### config.mk
export PLATFORM = sky130hd
export DESIGN_NAME = mux_16_flat
export DESIGN_NICKNAME = d
export VERILOG_FILES = /design/src/rtl/mux_16_if.sv /design/src/rtl/mux_16.sv /design/src/flat_wrapper.sv
export SDC_FILE = /design/constraint.sdc
export NUM_CORES = 1
export LEC_CHECK = 0
export ABC_CLOCK_PERIOD_IN_PS = 1900
export CAP_MARGIN = 20
export CORE_ASPECT_RATIO = 0.75
export CORE_MARGIN = 2
export CORE_UTILIZATION = 29
export CTS_CLUSTER_SIZE = 12
export DETAILED_ROUTE_END_ITERATION = 10
export PLACE_DENSITY = 0.91
export SYNTH_ARGS = -nofsm -noshare
export SYNTH_HDL_FRONTEND = slang
export SYNTH_SLANG_ARGS = --single-unit
### constraint.sdc
create_clock -name clk_i -period 1.9 [get_ports clk_i]
set_clock_uncertainty 0.1 [all_clocks]
set_input_delay 0.285 -clock clk_i [delete_from_list [all_inputs] [get_ports clk_i]]
set_output_delay 0.285 -clock clk_i [all_outputs]
set_load 0.02 [all_outputs]
### src/rtl/mux_16_if.sv
// rtl/mux_16_if.sv - select/operand/result bundle for the 16:1 multiplexer
interface mux_16_if #(
  parameter int WIDTH = 8
);
  logic [3:0]       sel_i;
  logic [WIDTH-1:0] in0_i;
  logic [WIDTH-1:0] in1_i;
  logic [WIDTH-1:0] in2_i;
  logic [WIDTH-1:0] in3_i;
  logic [WIDTH-1:0] in4_i;
  logic [WIDTH-1:0] in5_i;
  logic [WIDTH-1:0] in6_i;
  logic [WIDTH-1:0] in7_i;
  logic [WIDTH-1:0] in8_i;
  logic [WIDTH-1:0] in9_i;
  logic [WIDTH-1:0] in10_i;
  logic [WIDTH-1:0] in11_i;
  logic [WIDTH-1:0] in12_i;
  logic [WIDTH-1:0] in13_i;
  logic [WIDTH-1:0] in14_i;
  logic [WIDTH-1:0] in15_i;
  logic             en_i;
  logic [WIDTH-1:0] out_o;
  logic [WIDTH-1:0] out_q_o;

  // Producer side: drives select, operands and load enable
  modport master (
    output sel_i, en_i,
    output in0_i, in1_i, in2_i, in3_i, in4_i, in5_i, in6_i, in7_i,
    output in8_i, in9_i, in10_i, in11_i, in12_i, in13_i, in14_i, in15_i,
    input  out_o, out_q_o
  );

  // Multiplexer side: consumes operands, produces both results
  modport slave (
    input  sel_i, en_i,
    input  in0_i, in1_i, in2_i, in3_i, in4_i, in5_i, in6_i, in7_i,
    input  in8_i, in9_i, in10_i, in11_i, in12_i, in13_i, in14_i, in15_i,
    output out_o, out_q_o
  );
endinterface

### src/rtl/mux_16.sv
// rtl/mux_16.sv - 16:1 WIDTH-bit multiplexer with combinational and registered results
module mux_16 #(
  parameter int WIDTH = 8
) (
  input  logic     clk_i,
  input  logic     rst_ni,
  mux_16_if.slave  bus
);

  // Operands gathered into an array so the select is a plain index; an X/Z
  // select then yields an all-X result in simulation.
  logic [WIDTH-1:0] ops [16];

  assign ops[0]  = bus.in0_i;
  assign ops[1]  = bus.in1_i;
  assign ops[2]  = bus.in2_i;
  assign ops[3]  = bus.in3_i;
  assign ops[4]  = bus.in4_i;
  assign ops[5]  = bus.in5_i;
  assign ops[6]  = bus.in6_i;
  assign ops[7]  = bus.in7_i;
  assign ops[8]  = bus.in8_i;
  assign ops[9]  = bus.in9_i;
  assign ops[10] = bus.in10_i;
  assign ops[11] = bus.in11_i;
  assign ops[12] = bus.in12_i;
  assign ops[13] = bus.in13_i;
  assign ops[14] = bus.in14_i;
  assign ops[15] = bus.in15_i;

  // Zero-latency result, independent of clock and reset
  assign bus.out_o = ops[bus.sel_i];

  // Registered copy: cleared asynchronously, loads the live result when enabled
  always_ff @(posedge clk_i or negedge rst_ni) begin
    if (!rst_ni) begin
      bus.out_q_o <= '0;
    end else if (bus.en_i) begin
      bus.out_q_o <= bus.out_o;
    end
  end

endmodule

### src/flat_wrapper.sv
// flat-port wrapper written by rule: the top's interface ports become plain ports
module mux_16_flat 
#(
  parameter int WIDTH = 8
)
  (clk_i, rst_ni, bus_sel_i, bus_en_i, bus_in0_i, bus_in1_i, bus_in2_i, bus_in3_i, bus_in4_i, bus_in5_i, bus_in6_i, bus_in7_i, bus_in8_i, bus_in9_i, bus_in10_i, bus_in11_i, bus_in12_i, bus_in13_i, bus_in14_i, bus_in15_i, bus_out_o, bus_out_q_o);
  mux_16_if #(.WIDTH(WIDTH)) bus_i ();
  input  logic clk_i;
  input  logic rst_ni;
  input wire logic [$bits(bus_i.sel_i)-1:0] bus_sel_i;
  input wire logic [$bits(bus_i.en_i)-1:0] bus_en_i;
  input wire logic [$bits(bus_i.in0_i)-1:0] bus_in0_i;
  input wire logic [$bits(bus_i.in1_i)-1:0] bus_in1_i;
  input wire logic [$bits(bus_i.in2_i)-1:0] bus_in2_i;
  input wire logic [$bits(bus_i.in3_i)-1:0] bus_in3_i;
  input wire logic [$bits(bus_i.in4_i)-1:0] bus_in4_i;
  input wire logic [$bits(bus_i.in5_i)-1:0] bus_in5_i;
  input wire logic [$bits(bus_i.in6_i)-1:0] bus_in6_i;
  input wire logic [$bits(bus_i.in7_i)-1:0] bus_in7_i;
  input wire logic [$bits(bus_i.in8_i)-1:0] bus_in8_i;
  input wire logic [$bits(bus_i.in9_i)-1:0] bus_in9_i;
  input wire logic [$bits(bus_i.in10_i)-1:0] bus_in10_i;
  input wire logic [$bits(bus_i.in11_i)-1:0] bus_in11_i;
  input wire logic [$bits(bus_i.in12_i)-1:0] bus_in12_i;
  input wire logic [$bits(bus_i.in13_i)-1:0] bus_in13_i;
  input wire logic [$bits(bus_i.in14_i)-1:0] bus_in14_i;
  input wire logic [$bits(bus_i.in15_i)-1:0] bus_in15_i;
  output wire logic [$bits(bus_i.out_o)-1:0] bus_out_o;
  output wire logic [$bits(bus_i.out_q_o)-1:0] bus_out_q_o;
  assign bus_i.sel_i = bus_sel_i;
  assign bus_i.en_i = bus_en_i;
  assign bus_i.in0_i = bus_in0_i;
  assign bus_i.in1_i = bus_in1_i;
  assign bus_i.in2_i = bus_in2_i;
  assign bus_i.in3_i = bus_in3_i;
  assign bus_i.in4_i = bus_in4_i;
  assign bus_i.in5_i = bus_in5_i;
  assign bus_i.in6_i = bus_in6_i;
  assign bus_i.in7_i = bus_in7_i;
  assign bus_i.in8_i = bus_in8_i;
  assign bus_i.in9_i = bus_in9_i;
  assign bus_i.in10_i = bus_in10_i;
  assign bus_i.in11_i = bus_in11_i;
  assign bus_i.in12_i = bus_in12_i;
  assign bus_i.in13_i = bus_in13_i;
  assign bus_i.in14_i = bus_in14_i;
  assign bus_i.in15_i = bus_in15_i;
  assign bus_out_o = bus_i.out_o;
  assign bus_out_q_o = bus_i.out_q_o;
  mux_16 #(.WIDTH(WIDTH)) u_core (.clk_i(clk_i), .rst_ni(rst_ni), .bus(bus_i));
endmodule
After elaboration in Yosys (flattened, before gate mapping):

Index checks and enable logic that the tools add are counted.

* bits in registers: 8
* bits in latches: 0
* RAM bits: 0
* bits in read-only memories: 0
* input port bits: 135
* logic and storage cells: 6
* memories: 0

* add/subtract/negate cells: 0
* $mul: 0
* div/mod/pow operators: 0
* $lt $le $gt $ge: 1
* equal/unequal tests: 0
* shift-type cells: 0
* muxes and demuxes: 3
* bitwise logic cells: 1
* reductions and logical operators: 0

Operators by type and width (count)
* $bmux W8 S4: 1
* $mux W8: 2
* $ge A5 B5 Y1 const B: 1
* $not A4 Y5: 1

Logic depth before layout (Yosys ltp):

Gate-level depths: netlist of the first run.

* depth after elaboration: 4
* depth in mapped cells: 7

Worst setup path after synthesis of the first run:

No wires, ideal clock.

* kind: input-to-output
* start: in bus_sel_i[0]
* end: out bus_out_o[1]
* data arrival time: 1495 ps
* required time: 1515 ps
* setup slack: 20 ps
* stages on the path: 6
* cell sequence: buf_6 > buf_6 > mux4_2 > mux2i_1 > a2bb2oi_1 > inv_1

* longest elaborated chain between the ends: 4

Ends and longest elaborated chain
* start: declaration: RTL line flat_wrapper.sv:10 `input wire logic [$bits(bus_i.sel_i)-1:0] bus_sel_i;`
* $not A4 Y5 (not written as such): RTL line mux_16.sv:32 `assign bus.out_o = ops[bus.sel_i];`
* $bmux W8 S4: RTL line mux_16.sv:32
* $mux W8 (not written as such) (2 in series): RTL line mux_16.sv:32
* end: declaration: RTL line flat_wrapper.sv:28 `output wire logic [$bits(bus_i.out_o)-1:0] bus_out_o;`

No other way between the ends. The select of a mux whose other input is x is not followed.

Worst setup path after layout of the first run:

* start: in bus_sel_i[0]
* end: out bus_out_o[0]

The elaborated chain is that of the path after synthesis.

==> impl_metrics.tcl, run 1 <==
set metrics [dict create \
    outcome "finished with violations" \
    violations "negative setup slack" \
    vias_per_cell 5.13 \
    yosys-top-cells-area "mux2i_1 28%, mux4_2 22%, dfrtp_1 14%, a222oi_1 5.7%, a2bb2oi_1 5.0%" \
    die_h_microns 64.3 \
    async_flop_share_pct 100 \
    boundaryPins 151 \
    cellLeakagePower_nw 1.46 \
    switching_share_pct 31.6 \
    finalMaxSlewViolations 0 \
    largest-register "u_core.bus.out_q_o" \
    syn_to_final_growth_pct 128 \
    cts_buffers 3 \
    fin_ws_ns -0.134 \
    yosysMostFrequentCell "mux2i_1" \
    grt_setup_unrepaired "true" \
    power_frac_comb_pct 65.7 \
    insertedDiodeCount 0 \
    synth_edf_count 0 \
    grt_overflow_total 0 \
    dp.final_hpwl_microns 5220 \
    drive_gt1_share_pct 25.2 \
    drt_iter0_markers 99 \
    root_buffer "clkbuf_8" \
    start_util_pct 30.8 \
    netlist_area_sq_um 1410 \
    p_int_mw 0.834 \
    synth_cells 131 \
    grt_max_degree 21 \
    clk_path_buf_depth 2 \
    grt_first_pass_wirelength_microns 9390 \
    cp_max_fo 7 \
    largest_registers "u_core.bus.out_q_o x8" \
    dr.pass1.iters 4 \
    synth.distinct_cells 18 \
    peakVddDrop_v 0.000235 \
    syn_area_per_cell_sq_um 10.7 \
    setup.worst_path.start "bus_sel_i[0]" \
    largest_reg_flops 8 \
    start_kind "input port" \
    drt_wl_total_microns 6060 \
    vias 1799 \
    final_util_pct 70.3 \
    track_usage_pct 22.1 \
    clock_power_share_pct 17.2 \
    ys_top_cells_by_count "40 x mux2i_1, 14 x mux4_2, 9 x nor2_1" \
    yosysWarnings 0 \
    final-hold-violation-count 0 \
    num_rows 21 \
    r2r-end "u_core.bus.out_q_o[3]$_DFFE_PN0P_" \
    grt_pass1_vias 1947 \
    wl_per_cell_microns 17.3 \
    synth_area_leader_cell "mux2i_1" \
    die_w_microns 84.4 \
    setup_tns_ns -0.765 \
    synth_seq_cells 8 \
    clock_latency_ns 0.23 \
    nNetsFinal 431 \
    worstMarginPinSlew_ns 0.509 \
    relSlewSlack_pct 66.0 \
    yosysSeqAreaShare_pct 14.2 \
    cts.sinks 8 \
    preCtsSetupSlack_ns -0.829 \
    p_seq_share_pct 17.1 \
    coreArea_sq_um 4570 \
    worst_setup_path_end_kind "primary output" \
    postCtsHoldBufs 0 \
    clk_pin_slew_ns 0.04 \
    antenna_found_initial 0 \
    port_buffers 150 \
    reg2reg_depth 2 \
    hold_path_class "in2async" \
    cts_tree "built" \
    rrSetupSlack_ns 1.12 \
    reg2reg_from "u_core.bus.out_q_o[3]$_DFFE_PN0P_" \
    ys.flop_type "dfrtp_1" \
    critPathKind "in2out" \
    p_switching_mw 0.386 \
    h-tree-depth 1 \
    ant_nets 0 \
    gp_congestion 0.795 \
    cp_data_arrival_time_ns 1.65 \
    clock.fmax_ghz 0.492 \
    min_period_ns 2.03 \
    synth_nets 266 \
    post-route-period-util_pct 107 \
    setup_viol 8 \
    drc 0 \
    cp_data_required_time_ns 1.51 \
    maxCapViolations 0 \
    die_area_sq_um 5430 \
    powerDensity_nw_per_um2 380 \
    netlist.area_leader.share_pct 28.4 \
    crit_end "bus_out_o[0]" \
]
-- layout by cell type, fill, tap and decap left out --
cell and n:
buf_4 17, a21oi_1 8, buf_2 1, mux2i_2 5, a2bb2oi_2 8, nor2b_1 1
buf_12 4, clkdlybuf4s50_1 71, dfrtp_1 8, nor2_1 8, buf_6 12, dlymetal6s2s_1 2
dlygate4sd2_1 66, mux4_2 16, a21boi_0 8, a222oi_1 8, mux2i_4 3, and2_2 1
nor2b_2 1, buf_16 1, nor2_2 1, inv_1 8, mux2i_1 32, clkbuf_8 3
clkbuf_2 1
-- worst min-delay path by stage --
stage                                            startpoint                           endpoint  slack [ns]
after detailed placement  u_core.bus.out_q_o[0]$_DFFE_PN0P_  u_core.bus.out_q_o[0]$_DFFE_PN0P_        0.42
after CTS                                            rst_ni  u_core.bus.out_q_o[2]$_DFFE_PN0P_        0.24
after global routing                                 rst_ni  u_core.bus.out_q_o[7]$_DFFE_PN0P_        0.27
after global placement    u_core.bus.out_q_o[6]$_DFFE_PN0P_  u_core.bus.out_q_o[6]$_DFFE_PN0P_        0.40
after floorplan                                      rst_ni  u_core.bus.out_q_o[0]$_DFFE_PN0P_       -0.11
final                                                rst_ni  u_core.bus.out_q_o[1]$_DFFE_PN0P_        0.24
-- layer usage --
layer,track usage [%],part of all wire [%],up-vias
met5,0,0,-
met1,24.7,36,838
met4,3.57,1.2,0
li1,-,-,852
met2,42.2,53,100
met3,6.59,9.0,9
-- power by group through the flow --
stage	Sequential, mW	Combinational, mW	Clock (mW)
final	0.209	0.802	0.210
after global routing	0.211	0.854	0.225
after CTS	0.209	0.804	0.217
after detailed placement	0.211	0.766	0
after global placement	0.209	0.753	0
after floorplan	0.239	0.281	0
-- what timing repair did --
item	in CTS	in global routing
endpoints found under the setup margin	9	8
pin swaps	10	8
cloned	1	0
hold endpoints to repair	0	0
resized for setup	147	5
buffers inserted	3	0
-- area by class of cell --
type                            count  area [sq um]
Timing Repair Buffer              175          1690
Fill cell                         383          1360
Clock buffer                        3          41.3
Tap cell                           57          71.3
Multi-Input combinational cell    100          1180
Inverter                            8          30.0
Sequential cell                     8           200
-- worst max-delay path, cell delays in order --
cell and delay, ns:
buf_12 0.10, buf_12 0.13, mux4_2 0.52, mux2i_2 0.24, a2bb2oi_2 0.18, inv_1 0.07
buf_6 0.13
-- cell families (layout without fill, tap and decap cells) --
kind of cell / after synthesis / after routing / share of synthesized area, %
AO/OA/AOI/OAI: 32 / 32 / 17.8
buffers and inverters: 23 / 186 / 9.69
flip-flops: 8 / 8 / 14.2
multiplexers: 56 / 56 / 54.6
AND/OR/NAND/NOR: 12 / 12 / 3.73
-- per-stage QoR --
stage	total power, mW	instance area, sq um	cells	hold WS [ns]
floorplan	0.520	1410	131	-0.111
global placement	0.962	3060	344	0.404
detailed placement	0.977	3060	344	0.421
CTS	1.23	3200	351	0.242
global route	1.29	3210	351	0.273
finish	1.22	3210	351	0.238
(Power assumes the default switching activity.)
==> inputs of run 2 (changes only) <==
- SKIP_LAST_GASP: default -> 1
==> run 2 against run 1 <==
Compared with the run above:
- the run still ends with negative setup slack left
- global-route usage hardly changed
- register-to-register slack hardly changed
- largest cell class unchanged
- worst hold slack hardly changed
==> impl_metrics.tcl, run 2 (same netlist as run 1, synthesis figures left out) <==
set metrics [dict create \
    outcome "finished with violations" \
    violations "negative setup slack" \
    place_area_sq_um 3060 \
    nNetsFinal 431 \
    grt_max_degree 21 \
    layout_common_cells "75 x clkdlybuf4s50_1, 64 x dlygate4sd2_1, 32 x mux2i_1" \
    cts.sinks 8 \
    cp_data_required_time_ns 1.51 \
    grt_setup_unrepaired "true" \
    fin_ws_ns -0.134 \
    ant_nets 0 \
    clock_latency_ns 0.23 \
    die_w_microns 84.4 \
    place_inst 344 \
    largest_registers "u_core.bus.out_q_o x8" \
    setup_viol 8 \
    clock.fmax_ghz 0.492 \
    hold_ws_ns 0.238 \
    postLayoutCellArea_sq_um 3210 \
    boundaryPins 151 \
    port_buffers 150 \
    multi_input_area_sq_um 1180 \
    setup_tns_ns -0.775 \
    hold_path_class "in2async" \
    root_buffer "clkbuf_8" \
    insertedDiodeCount 0 \
    start_kind "input port" \
    clk_path_buf_depth 2 \
    final_common_cell "clkdlybuf4s50_1" \
    maxCapViolations 0 \
    critPathKind "in2out" \
    vias 1816 \
    grt_overflow_total 0 \
    drc 0 \
    coreArea_sq_um 4570 \
    largest_reg_flops 8 \
    grt_first_pass_wirelength_microns 9400 \
    largest-register "u_core.bus.out_q_o" \
    h-tree-depth 1 \
    cp_max_fo 7 \
    track_usage_pct 22.1 \
    drt_iter0_markers 72 \
    antenna_found_initial 0 \
    stdcell_count 351 \
    num_rows 21 \
    die_area_sq_um 5430 \
    seqCellArea_sq_um 200 \
    gp_congestion 0.795 \
    cts_buffers 3 \
    drive_gt1_share_pct 25.2 \
    start_util_pct 30.8 \
    vias_per_cell 5.17 \
    cts_tree "built" \
    final-hold-violation-count 0 \
    wl_per_cell_microns 17.3 \
    die_h_microns 64.3 \
    post-route-period-util_pct 107 \
    grt_pass1_vias 1945 \
    cellLeakagePower_nw 1.44 \
    peakVddDrop_v 0.000235 \
    worst_setup_path_end_kind "primary output" \
    relSlewSlack_pct 65.9 \
    dr.pass1.iters 4 \
    cp_data_arrival_time_ns 1.65 \
    dp.final_hpwl_microns 5220 \
    postCtsHoldBufs 0 \
    power_mw 1.22 \
    clk_pin_slew_ns 0.04 \
    min_period_ns 2.03 \
    syn_to_final_growth_pct 128 \
    worstMarginPinSlew_ns 0.510 \
    finalMaxSlewViolations 0 \
    final_util_pct 70.2 \
    preCtsSetupSlack_ns -0.829 \
    drt_wl_total_microns 6070 \
    fill_cells 384 \
    powerDensity_nw_per_um2 380 \
]
==> run 2: cell type report <==
type	instances	share of cell area, %
inverter	8	0.935
multi-input combinational	100	36.6
tap	57	2.22
clock buffer	3	1.29
timing repair buffer	175	52.7
sequential	8	6.24
==> run 2: per-layer routing <==
| metal | vias to the layer above | global-route usage (%) | routed length, microns |
|---|---|---|---|
| met5 | - | 0 | 0 |
| met4 | 0 | 3.57 | 74 |
| met3 | 9 | 6.59 | 580 |
| met2 | 106 | 41.8 | 3210 |
| met1 | 850 | 25.0 | 2210 |
| li1 | 851 | - | - |
==> run 2: worst max-delay path: stages <==
cell       delay, ns
buf_12          0.10
buf_12          0.13
mux4_2          0.52
mux2i_2         0.24
a2bb2oi_2       0.18
inv_1           0.07
buf_6           0.13
==> run 2: path summary, 6_finish.rpt <==
kind,startpoint,end,slack (ns),depth (start not counted)
max,bus_sel_i[0],bus_out_o[0],-0.13,7
min,rst_ni,u_core.bus.out_q_o[1]$_DFFE_PN0P_,0.24,1
max reg2reg,u_core.bus.out_q_o[3]$_DFFE_PN0P_,u_core.bus.out_q_o[3]$_DFFE_PN0P_,1.12,2
min reg2reg,u_core.bus.out_q_o[2]$_DFFE_PN0P_,u_core.bus.out_q_o[2]$_DFFE_PN0P_,0.43,2
max in group asynchronous,rst_ni,u_core.bus.out_q_o[3]$_DFFE_PN0P_,1.20,1
min in group clk_i,u_core.bus.out_q_o[2]$_DFFE_PN0P_,u_core.bus.out_q_o[2]$_DFFE_PN0P_,0.43,2
==> run 2: timing repair <==
action / CTS / global route
pin swaps: 10 / 9
cloned: 1 / 0
resized for setup: 144 / 4
setup buffers: 3 / 0
setup endpoints to repair: 9 / 8
==> run 2: power breakdown <==
group          internal (mW)  switching (mW)  leakage [nW]
clock network          0.138          0.0715        0.0216
logic                  0.504           0.300          1.33
registers              0.195          0.0137        0.0899
total                  0.836           0.385          1.44
